==> config.mk <==
export PLATFORM = sky130hd
export DESIGN_NAME = lc3p_datapath
export DESIGN_NICKNAME = d
export VERILOG_FILES = /design/src/rtl/lc3p_pkg.sv /design/src/rtl/lc3p_regfile.sv /design/src/rtl/lc3p_datapath.sv
export SDC_FILE = /design/constraint.sdc
export NUM_CORES = 1
export LEC_CHECK = 0
export CAP_MARGIN = 20
export CORE_UTILIZATION = 50
export DETAILED_ROUTE_END_ITERATION = 10
export GPL_ROUTABILITY_DRIVEN = 0
export GPL_TIMING_DRIVEN = 0
export PLACE_DENSITY = 0.75
export SYNTH_ARGS = -nofsm -noshare
export SYNTH_HDL_FRONTEND = slang
export SYNTH_SLANG_ARGS = --single-unit
==> constraint.sdc <==
create_clock -name clk -period 14.4 [get_ports clk]
set_input_delay 2.88 -clock clk [delete_from_list [all_inputs] [get_ports clk]]
set_output_delay 2.88 -clock clk [all_outputs]
set_load 0.02 [all_outputs]
==> src/rtl/lc3p_pkg.sv <==
// Shared definitions for the LC-3+ datapath: ALU opcodes, mux select encodings, memory FSM states
// and a sign-extension helper.
// Latency: none (types, constants and a combinational function only).
// Backpressure: not applicable.
package lc3p_pkg;

  // Widest datapath the sign-extension helper supports; callers truncate to DATA_W.
  localparam int SEXT_W = 64;

  localparam logic [1:0] ALU_PASS = 2'b00;
  localparam logic [1:0] ALU_ADD  = 2'b01;
  localparam logic [1:0] ALU_AND  = 2'b10;
  localparam logic [1:0] ALU_NOT  = 2'b11;

  typedef enum logic [1:0] {
    PC_INC   = 2'b00,
    PC_ADDER = 2'b01,
    PC_BUS   = 2'b10,
    PC_HOLD  = 2'b11
  } sel_pc_e;

  typedef enum logic [1:0] {
    EAB2_ZERO  = 2'b00,
    EAB2_OFF6  = 2'b01,
    EAB2_OFF9  = 2'b10,
    EAB2_OFF11 = 2'b11
  } sel_eab2_e;

  typedef enum logic [1:0] {
    ST_IDLE    = 2'b00,
    ST_RD_WAIT = 2'b01,
    ST_WR_WAIT = 2'b10
  } mem_state_e;

  // Treat bit 'msb' of value as the sign bit and replicate it into every higher bit.
  function automatic logic [SEXT_W-1:0] sext(input logic [SEXT_W-1:0] value, input int msb);
    logic [SEXT_W-1:0] hi_mask;
    logic              sign;
    hi_mask = {SEXT_W{1'b1}} << (msb + 1);
    sign    = |(value & (SEXT_W'(1) << msb));
    return sign ? (value | hi_mask) : (value & ~hi_mask);
  endfunction

endpackage

==> src/rtl/lc3p_regfile.sv <==
// General-purpose register file: two combinational read ports, one synchronous write port.
// Latency: reads are combinational (pre-write value during a write cycle); writes land on the next edge.
// Backpressure: none, a write strobe is always accepted.
// Ports: clk/rst, ra_addr_i/rb_addr_i -> ra_o/rb_o, we_i + wa_i + wd_i write port.
module lc3p_regfile #(
  parameter int DATA_W    = 16,
  parameter int REG_COUNT = 8,
  parameter int RA_W      = $clog2(REG_COUNT)
) (
  input  logic              clk,
  input  logic              rst,
  input  logic [RA_W-1:0]   ra_addr_i,
  input  logic [RA_W-1:0]   rb_addr_i,
  input  logic              we_i,
  input  logic [RA_W-1:0]   wa_i,
  input  logic [DATA_W-1:0] wd_i,
  output logic [DATA_W-1:0] ra_o,
  output logic [DATA_W-1:0] rb_o
);

  logic [DATA_W-1:0] regs_q [REG_COUNT];

  always_ff @(posedge clk) begin
    if (rst) begin
      for (int i = 0; i < REG_COUNT; i++) regs_q[i] <= '0;
    end else if (we_i) begin
      regs_q[wa_i] <= wd_i;
    end
  end

  assign ra_o = regs_q[ra_addr_i];
  assign rb_o = regs_q[rb_addr_i];

endmodule

==> src/rtl/lc3p_datapath.sv <==
// LC-3+ datapath: PC/IR/MAR/MDR, NZP flags, register file, ALU, address adder, priority bus and
// a ready/valid memory FSM with timeout.
// Latency: register loads take effect on the next edge; a memory command at t raises mem_req at t+1,
//   and a mem_ready at t+1 updates MDR and clears mem_busy at t+2.
// Backpressure: mem_busy stalls the control unit; while busy, ldMAR/ldMDR are ignored and new
//   memory commands are rejected with a mem_err pulse. DATA_W is limited to 16..64.
// Ports: control strobes/selects from the control FSM, mem_* handshake to memory,
//   IR_OUT/N_OUT/Z_OUT/P_OUT back to the control FSM, bus_err flags multi-driver bus cycles.
module lc3p_datapath
  import lc3p_pkg::*;
#(
  parameter int                DATA_W      = 16,
  parameter int                REG_COUNT   = 8,
  parameter int                RA_W        = $clog2(REG_COUNT),
  parameter logic [DATA_W-1:0] PC_RESET    = '0,
  parameter int                MEM_TIMEOUT = 15
) (
  input  logic              clk,
  input  logic              rst,
  input  logic [1:0]        aluControl,
  input  logic              enaALU,
  input  logic              enaPC,
  input  logic              enaMARM,
  input  logic              enaMDR,
  input  logic [RA_W-1:0]   SR1,
  input  logic [RA_W-1:0]   SR2,
  input  logic [RA_W-1:0]   DR,
  input  logic              regWE,
  input  logic              flagWE,
  input  logic              ldPC,
  input  logic              ldIR,
  input  logic              ldMAR,
  input  logic              ldMDR,
  input  logic [1:0]        selPC,
  input  logic              selMAR,
  input  logic              selEAB1,
  input  logic [1:0]        selEAB2,
  input  logic              memRd,
  input  logic              memWr,
  input  logic              mem_ready,
  input  logic [DATA_W-1:0] mem_rdata,
  output logic              mem_req,
  output logic              mem_we,
  output logic [DATA_W-1:0] mem_addr,
  output logic [DATA_W-1:0] mem_wdata,
  output logic              mem_busy,
  output logic              mem_err,
  output logic              bus_err,
  output logic [DATA_W-1:0] IR_OUT,
  output logic              N_OUT,
  output logic              Z_OUT,
  output logic              P_OUT
);

  localparam int CNT_W = $clog2(MEM_TIMEOUT + 1);

  logic [DATA_W-1:0] pc_q, pc_d, ir_q, mar_q, mdr_q;
  logic              n_q, z_q, p_q, bus_err_q, mem_err_q, mem_err_d, rd_done;
  mem_state_e        state_q, state_d;
  logic [CNT_W-1:0]  cnt_q, cnt_d;
  logic [DATA_W-1:0] ra, rb, sr2mux, alu, addr1, addr2, adder, marm, bus;

  lc3p_regfile #(.DATA_W(DATA_W), .REG_COUNT(REG_COUNT), .RA_W(RA_W)) u_regfile (
    .clk       (clk),
    .rst       (rst),
    .ra_addr_i (SR1),
    .rb_addr_i (SR2),
    .we_i      (regWE),
    .wa_i      (DR),
    .wd_i      (bus),
    .ra_o      (ra),
    .rb_o      (rb)
  );

  // IR[5] picks the 5-bit immediate form of ADD/AND.
  assign sr2mux = ir_q[5] ? DATA_W'(sext(SEXT_W'(ir_q[4:0]), 4)) : rb;

  always_comb begin
    case (aluControl)
      ALU_ADD: alu = ra + sr2mux;
      ALU_AND: alu = ra & sr2mux;
      ALU_NOT: alu = ~ra;
      default: alu = ra;
    endcase
  end

  assign addr1 = selEAB1 ? ra : pc_q;

  always_comb begin
    case (sel_eab2_e'(selEAB2))
      EAB2_OFF6:  addr2 = DATA_W'(sext(SEXT_W'(ir_q[5:0]), 5));
      EAB2_OFF9:  addr2 = DATA_W'(sext(SEXT_W'(ir_q[8:0]), 8));
      EAB2_OFF11: addr2 = DATA_W'(sext(SEXT_W'(ir_q[10:0]), 10));
      default:    addr2 = '0;
    endcase
  end

  assign adder = addr1 + addr2;
  assign marm  = selMAR ? DATA_W'(ir_q[7:0]) : adder;

  // Fixed-priority bus: a conflicting lower-priority driver is simply shadowed and reported.
  always_comb begin
    if (enaALU)       bus = alu;
    else if (enaPC)   bus = pc_q;
    else if (enaMARM) bus = marm;
    else if (enaMDR)  bus = mdr_q;
    else              bus = '0;
  end

  always_comb begin
    pc_d = pc_q;
    if (ldPC) begin
      case (sel_pc_e'(selPC))
        PC_INC:   pc_d = pc_q + DATA_W'(1);
        PC_ADDER: pc_d = adder;
        PC_BUS:   pc_d = bus;
        default:  pc_d = pc_q;
      endcase
    end
  end

  // Memory FSM: state register.
  always_ff @(posedge clk) begin
    if (rst) begin
      state_q <= ST_IDLE;
      cnt_q   <= '0;
    end else begin
      state_q <= state_d;
      cnt_q   <= cnt_d;
    end
  end

  // Memory FSM: next state. The counter idles at zero so it is clear on entry to a wait state.
  always_comb begin
    state_d   = state_q;
    cnt_d     = cnt_q;
    mem_err_d = 1'b0;
    rd_done   = 1'b0;
    case (state_q)
      ST_IDLE: begin
        cnt_d = '0;
        if (memRd && memWr) mem_err_d = 1'b1;
        else if (memRd)     state_d   = ST_RD_WAIT;
        else if (memWr)     state_d   = ST_WR_WAIT;
      end
      ST_RD_WAIT, ST_WR_WAIT: begin
        if (memRd || memWr) mem_err_d = 1'b1;
        if (mem_ready) begin
          state_d = ST_IDLE;
          rd_done = (state_q == ST_RD_WAIT);
        end else if (cnt_q == CNT_W'(MEM_TIMEOUT - 1)) begin
          state_d   = ST_IDLE;
          mem_err_d = 1'b1;
        end else begin
          cnt_d = cnt_q + CNT_W'(1);
        end
      end
      default: state_d = ST_IDLE;
    endcase
  end

  // Memory FSM: outputs.
  always_comb begin
    mem_req  = (state_q != ST_IDLE);
    mem_we   = (state_q == ST_WR_WAIT);
    mem_busy = (state_q != ST_IDLE);
  end

  always_ff @(posedge clk) begin
    if (rst) begin
      pc_q      <= PC_RESET;
      ir_q      <= '0;
      mar_q     <= '0;
      mdr_q     <= '0;
      n_q       <= 1'b0;
      z_q       <= 1'b1;
      p_q       <= 1'b0;
      bus_err_q <= 1'b0;
      mem_err_q <= 1'b0;
    end else begin
      pc_q <= pc_d;
      if (ldIR) ir_q <= bus;
      if (ldMAR && !mem_busy) mar_q <= bus;
      if (rd_done)                 mdr_q <= mem_rdata;
      else if (ldMDR && !mem_busy) mdr_q <= bus;
      if (flagWE) begin
        n_q <= bus[DATA_W-1];
        z_q <= (bus == '0);
        p_q <= !bus[DATA_W-1] && (bus != '0);
      end
      bus_err_q <= ($countones({enaALU, enaPC, enaMARM, enaMDR}) > 1);
      mem_err_q <= mem_err_d;
    end
  end

  assign mem_addr  = mar_q;
  assign mem_wdata = mdr_q;
  assign mem_err   = mem_err_q;
  assign bus_err   = bus_err_q;
  assign IR_OUT    = ir_q;
  assign N_OUT     = n_q;
  assign Z_OUT     = z_q;
  assign P_OUT     = p_q;

endmodule
After elaboration in Yosys (flattened, before gate mapping)
Memory sizes are Yosys's and may differ from the RTL's.
Index checks and enable logic that the tools add are counted.
- add/sub/neg operators: 7
- $lt $le $gt $ge: 1
- eq/ne operators: 16
- multiplexer cells: 40
- bitwise logic cells: 2
- reduce and logical (&&, ||, !) cells: 20
- operator list (kind ; count):
    2-to-1 mux 16 bit ; 14
    case mux 16 bit (3 select lines) ; 3
    adder 16 bit ; 2
    adder 16 x 1 -> 16 bit (second input constant) ; 1
    AND 16 bit ; 1
    zero test 16 bit ; 1
    inverter 16 bit ; 1
    nonzero test 16 bit ; 1
    OR reduction 16 bit ; 1
    equality test 2 bit (second input constant) ; 6
    2-to-1 mux 1 bit ; 12
    2-to-1 mux 2 bit ; 5
    equality test 2 x 1 -> 1 bit (second input constant) ; 4
    2-to-1 mux 4 bit ; 2
    case mux 4 bit (2 select lines) ; 1
    inequality test 2 bit (second input constant) ; 3
    inequality test 3 bit (second input constant) ; 2
    AND reduction 3 bit ; 2
    nonzero test 2 bit ; 3
    adder 1 x 1 -> 2 bit ; 2
    adder 4 x 1 -> 4 bit (second input constant) ; 1
    equality test 4 bit (second input constant) ; 1
    logical AND 1 bit ; 4
    zero test 2 bit ; 2
    10 further kinds ; 11
- bits in registers: 75
- memory bits (writable): 128
- logic and storage cells: 98
- memories: 1
- memories (memory ; depth ; width ; rd ports ; clocked after memory_dff ; wr ports ; RTL line ; source):
    u_regfile.regs_q ; 8 ; 16 ; 2 ; 0 ; 8 ; lc3p_regfile.sv:21 ; logic [DATA_W-1:0] regs_q [REG_COUNT];

Longest topological paths before layout
- depth after elaboration: 9
- mapped depth: 18
- gate-level depth less buffers: 14

Cells and area by module
A second synthesis with hierarchy kept.
- cell total of the unflattened synthesis: 1397
- area, all modules: 13887.1 µm²
- modules (own cells, without submodules) (module ; instances ; cells each ; area each (µm²)):
    lc3p_regfile ; 1 ; 430 ; 6975.4
    lc3p_datapath ; 1 ; 967 ; 6911.6

Least setup slack after synthesis
No wires, ideal clock.
- path type: input -> register
- start: input port SR2[0]
- end: memory u_regfile.regs_q[0][14], data pin
- setup time: 266 ps
- data arrival time: 6751 ps
- path slack: 7383 ps
- stages on the path: 15
- buffers on the path: 3
- cells stage by stage: clkbuf_1 -> buf_1 -> mux4_2 -> mux2i_1 -> o21ai_0 -> ha_1 -> fa_1 -> a21oi_1 -> o221ai_1 -> a41oi_1 -> o21ai_0 -> xor2_1 -> a211oi_1 -> clkbuf_1 -> nor2_1
- RTL lines (item ; RTL line ; source):
    from (decl) ; lc3p_datapath.sv:26 ; input logic [RA_W-1:0] SR2,
    to (decl) ; lc3p_regfile.sv:21 ;

==> results.yml <==
layout:
  syn2layout_area_growth_pct: 16.2
  final_cell_area_sq_um: 15300
  fillers: 2227
  layout-drive-gt1-share_pct: 9.09
  num-nets-final: 1593
  diodes: 0
die:
  die_h_um: 164
  start_util_pct: 50.8
  core_sq_um: 26000
  die_w_um: 164
  rows: 59
  io_pins: 104
  die_area_sq_um: 27100
synth:
  synth_warnings: 0
  ys.flop_type: "edfxtp_1"
  avgSynthCellArea_sq_um: 9.57
  synth_area_leaders: "edfxtp_1 (29%), dfxtp_1 (11%), mux4_2 (11%)"
  synth-seq-cells: 203
  yosysTopAreaCellShare_pct: 29.1
  synthTopCellsByCount: "nor2_1 (274), edfxtp_1 (128), a21oi_1 (104)"
  netlist_area_sq_um: 13200
  postSynthCellCount: 1380
  ys_types: 72
  synth_top_area_cell: "edfxtp_1"
  synth_nets: 1472
  synth-edff-count: 128
  synthArstFlopShare_pct: 0
  ys_seq_area_share_pct: 40.5
  yosysMostFrequentCell: "nor2_1"
sta:
  setup_viol: 0
  tightestPinTransition_ns: 1.05
  maxSlewHeadroom_pct: 30.3
  slew_violations: 0
  grt_setup_unrepaired: "false"
  fmax_mhz: 119
  layout_min_cycle_time_ns: 8.40
  finClkSkew_ns: 0.0122
  fin_setup_tns_ns: 0
  fin_crit_sh_pct: 58.3
  hold_violations: 0
placement:
  portBuffers: 96
  dpl.hpwl_um: 31200
  dpl_cell_area_sq_um: 14600
drt:
  vias: 12000
  wirelength_um: 42500
  wire_per_inst_um: 22.9
  drt_iter0_drc: 1560
  viasPerCell: 6.46
  drtPass1Iterations: 5
  route.detailed.drc: 0
  route.antenna.remaining_nets: 0
cts:
  ctsResizeCount: 0
  cts.sinks: 203
  ctsHoldBuffers: 0
  clockBufferDepth: 3
  clkLatencyLatePin_ns: 0.53
  cts_tree: "done"
  htreeDepth: 1
  clockRootBuffer: "clkbuf_16"
  postCtsSetupBuffers: 0
  clkSlewWorstSetupHoldPaths_ns: 0.06
  cts_made_buffers: 23
min_path:
  hold_class: "flip-flop to flip-flop"
run:
  drv_cap: 0
grt:
  grt_pass1_vias: 11300
  grt_max_degree: 17
  grt_pass1_wl_um: 63900
  grt_usage_pct: 31.5
  grt_overflow_total: 0
  antenna_found_initial: 0
power_and_ir_drop:
  max-vdd-ir-drop_mv: 0.0770
  p_leak_nw: 5.73
  power_density_nw_per_um2: 114
run_status:
  status: "complete, no violations"
worst_setup_path:
  cp.arrival_ns: 8.66
  critPathCaptureType: "flip-flop"
  cp-start-kind: "input port"
  crit_type: "input port to flip-flop"
  critPathRequiredTime_ns: 14.66
  crit_fanout: 10
## per-stage QoR
stage	util [%]	setup slack [ns]	hold WS (ns)	total power, W	instances
after floorplan	-	7.38	0.474	0.00100	1380
after global placement	56.1	5.69	0.465	0.00115	1811
after detailed placement	56.1	5.70	0.470	0.00116	1811
after CTS	59.0	6.18	0.479	0.00174	1853
after global routing	59.0	5.87	0.505	0.00182	1853
final	59.0	6.00	0.479	0.00176	1853
## per-layer routing
layer  up-vias  global-route usage (%)  part of all wire (%)  wire, um
li1       5341                       -                     -         -
met1      5744                    43.7                    40     17100
met3       142                    5.15                    10      4360
met2       747                    48.4                    45     19000
met5         -                    2.08                  0.18        78
met4         2                    14.3                   4.5      1920
## registers in the layout, summed over array words and instances (netlist names)
register / count
u_regfile.regs_q: 128
Z_OUT: 1
N_OUT: 1
mem_addr: 16
pc_q: 16
mem_wdata: 16
P_OUT: 1
bus_err: 1
state_q: 2
mem_err: 1
cnt_q: 4
IR_OUT: 16
## cells in the final DEF, fill, tap and decap left out, types with 10 or more instances in the layout
cell type,count
nor2_1,274
edfxtp_1,128
a21oi_1,104
clkdlybuf4s50_1,96
clkbuf_1,88
dfxtp_1,75
nand2_1,75
mux4_2,64
a211oi_1,63
o21ai_0,55
inv_1,51
mux2i_1,41
ha_1,41
nor2b_1,30
nand3_1,29
nand2b_1,23
clkbuf_16,23
nor3_1,19
o211ai_1,14
xnor2_1,14
and3_1,12
a31oi_1,12
buf_2,11
nor4_1,10
## cell families after synthesis
kind of cell / synth area share, %
mux: 15.0
buf+inv: 4.91
flops: 40.5
compound gates: 16.9
fa+ha+maj: 4.34
simple gates: 16.9
xor+xnor: 1.52
## final cells by class
cell class | instances | area (sq um) | area share [%]
Sequential cell | 203 | 5350 | 34.9
Tap cell | 335 | 419 | 2.73
Inverter | 51 | 191 | 1.25
Timing Repair Buffer | 96 | 961 | 6.27
Multi-Input combinational cell | 1019 | 7210 | 47.0
Clock buffer | 27 | 591 | 3.85
Buffer | 107 | 457 | 2.98
Clock inverter | 15 | 164 | 1.07
## final timing paths
check | startpoint | depth (start not counted) | end | slack [ns]
worst max-delay path | SR1[1] | 14 | u_regfile.regs_q[1][12] | 6.00
worst min-delay path | P_OUT | 2 | P_OUT | 0.48
worst max register to register | u_regfile.regs_q[6][0] | 12 | u_regfile.regs_q[1][12] | 8.96
worst min register to register | P_OUT | 2 | P_OUT | 0.48
## power breakdown
| part | internal [W] | switching [W] | leakage (nW) | total [W] |
|---|---|---|---|---|
| Clock | 0.000336 | 0.000255 | 0.363 | 0.000591 |
| Combinational | 0.000185 | 0.000294 | 3.42 | 0.000479 |
| Sequential | 0.000655 | 0.0000302 | 1.94 | 0.000685 |
| Total | 0.00118 | 0.000580 | 5.73 | 0.00176 |
## critical path, cell delays in order
cell and delay [ns]:
clkdlybuf4s50_1 0.71, buf_2 0.42, mux4_2 0.37, mux2i_1 0.43, a21oi_1 0.15, ha_1 0.27
fa_1 0.50, a211oi_1 0.39, o21ai_0 0.26, a311oi_2 0.51, a21oi_1 0.12, nor4_1 0.88
clkbuf_1 0.65, nor2_1 0.08
(Power assumes the default switching activity.)
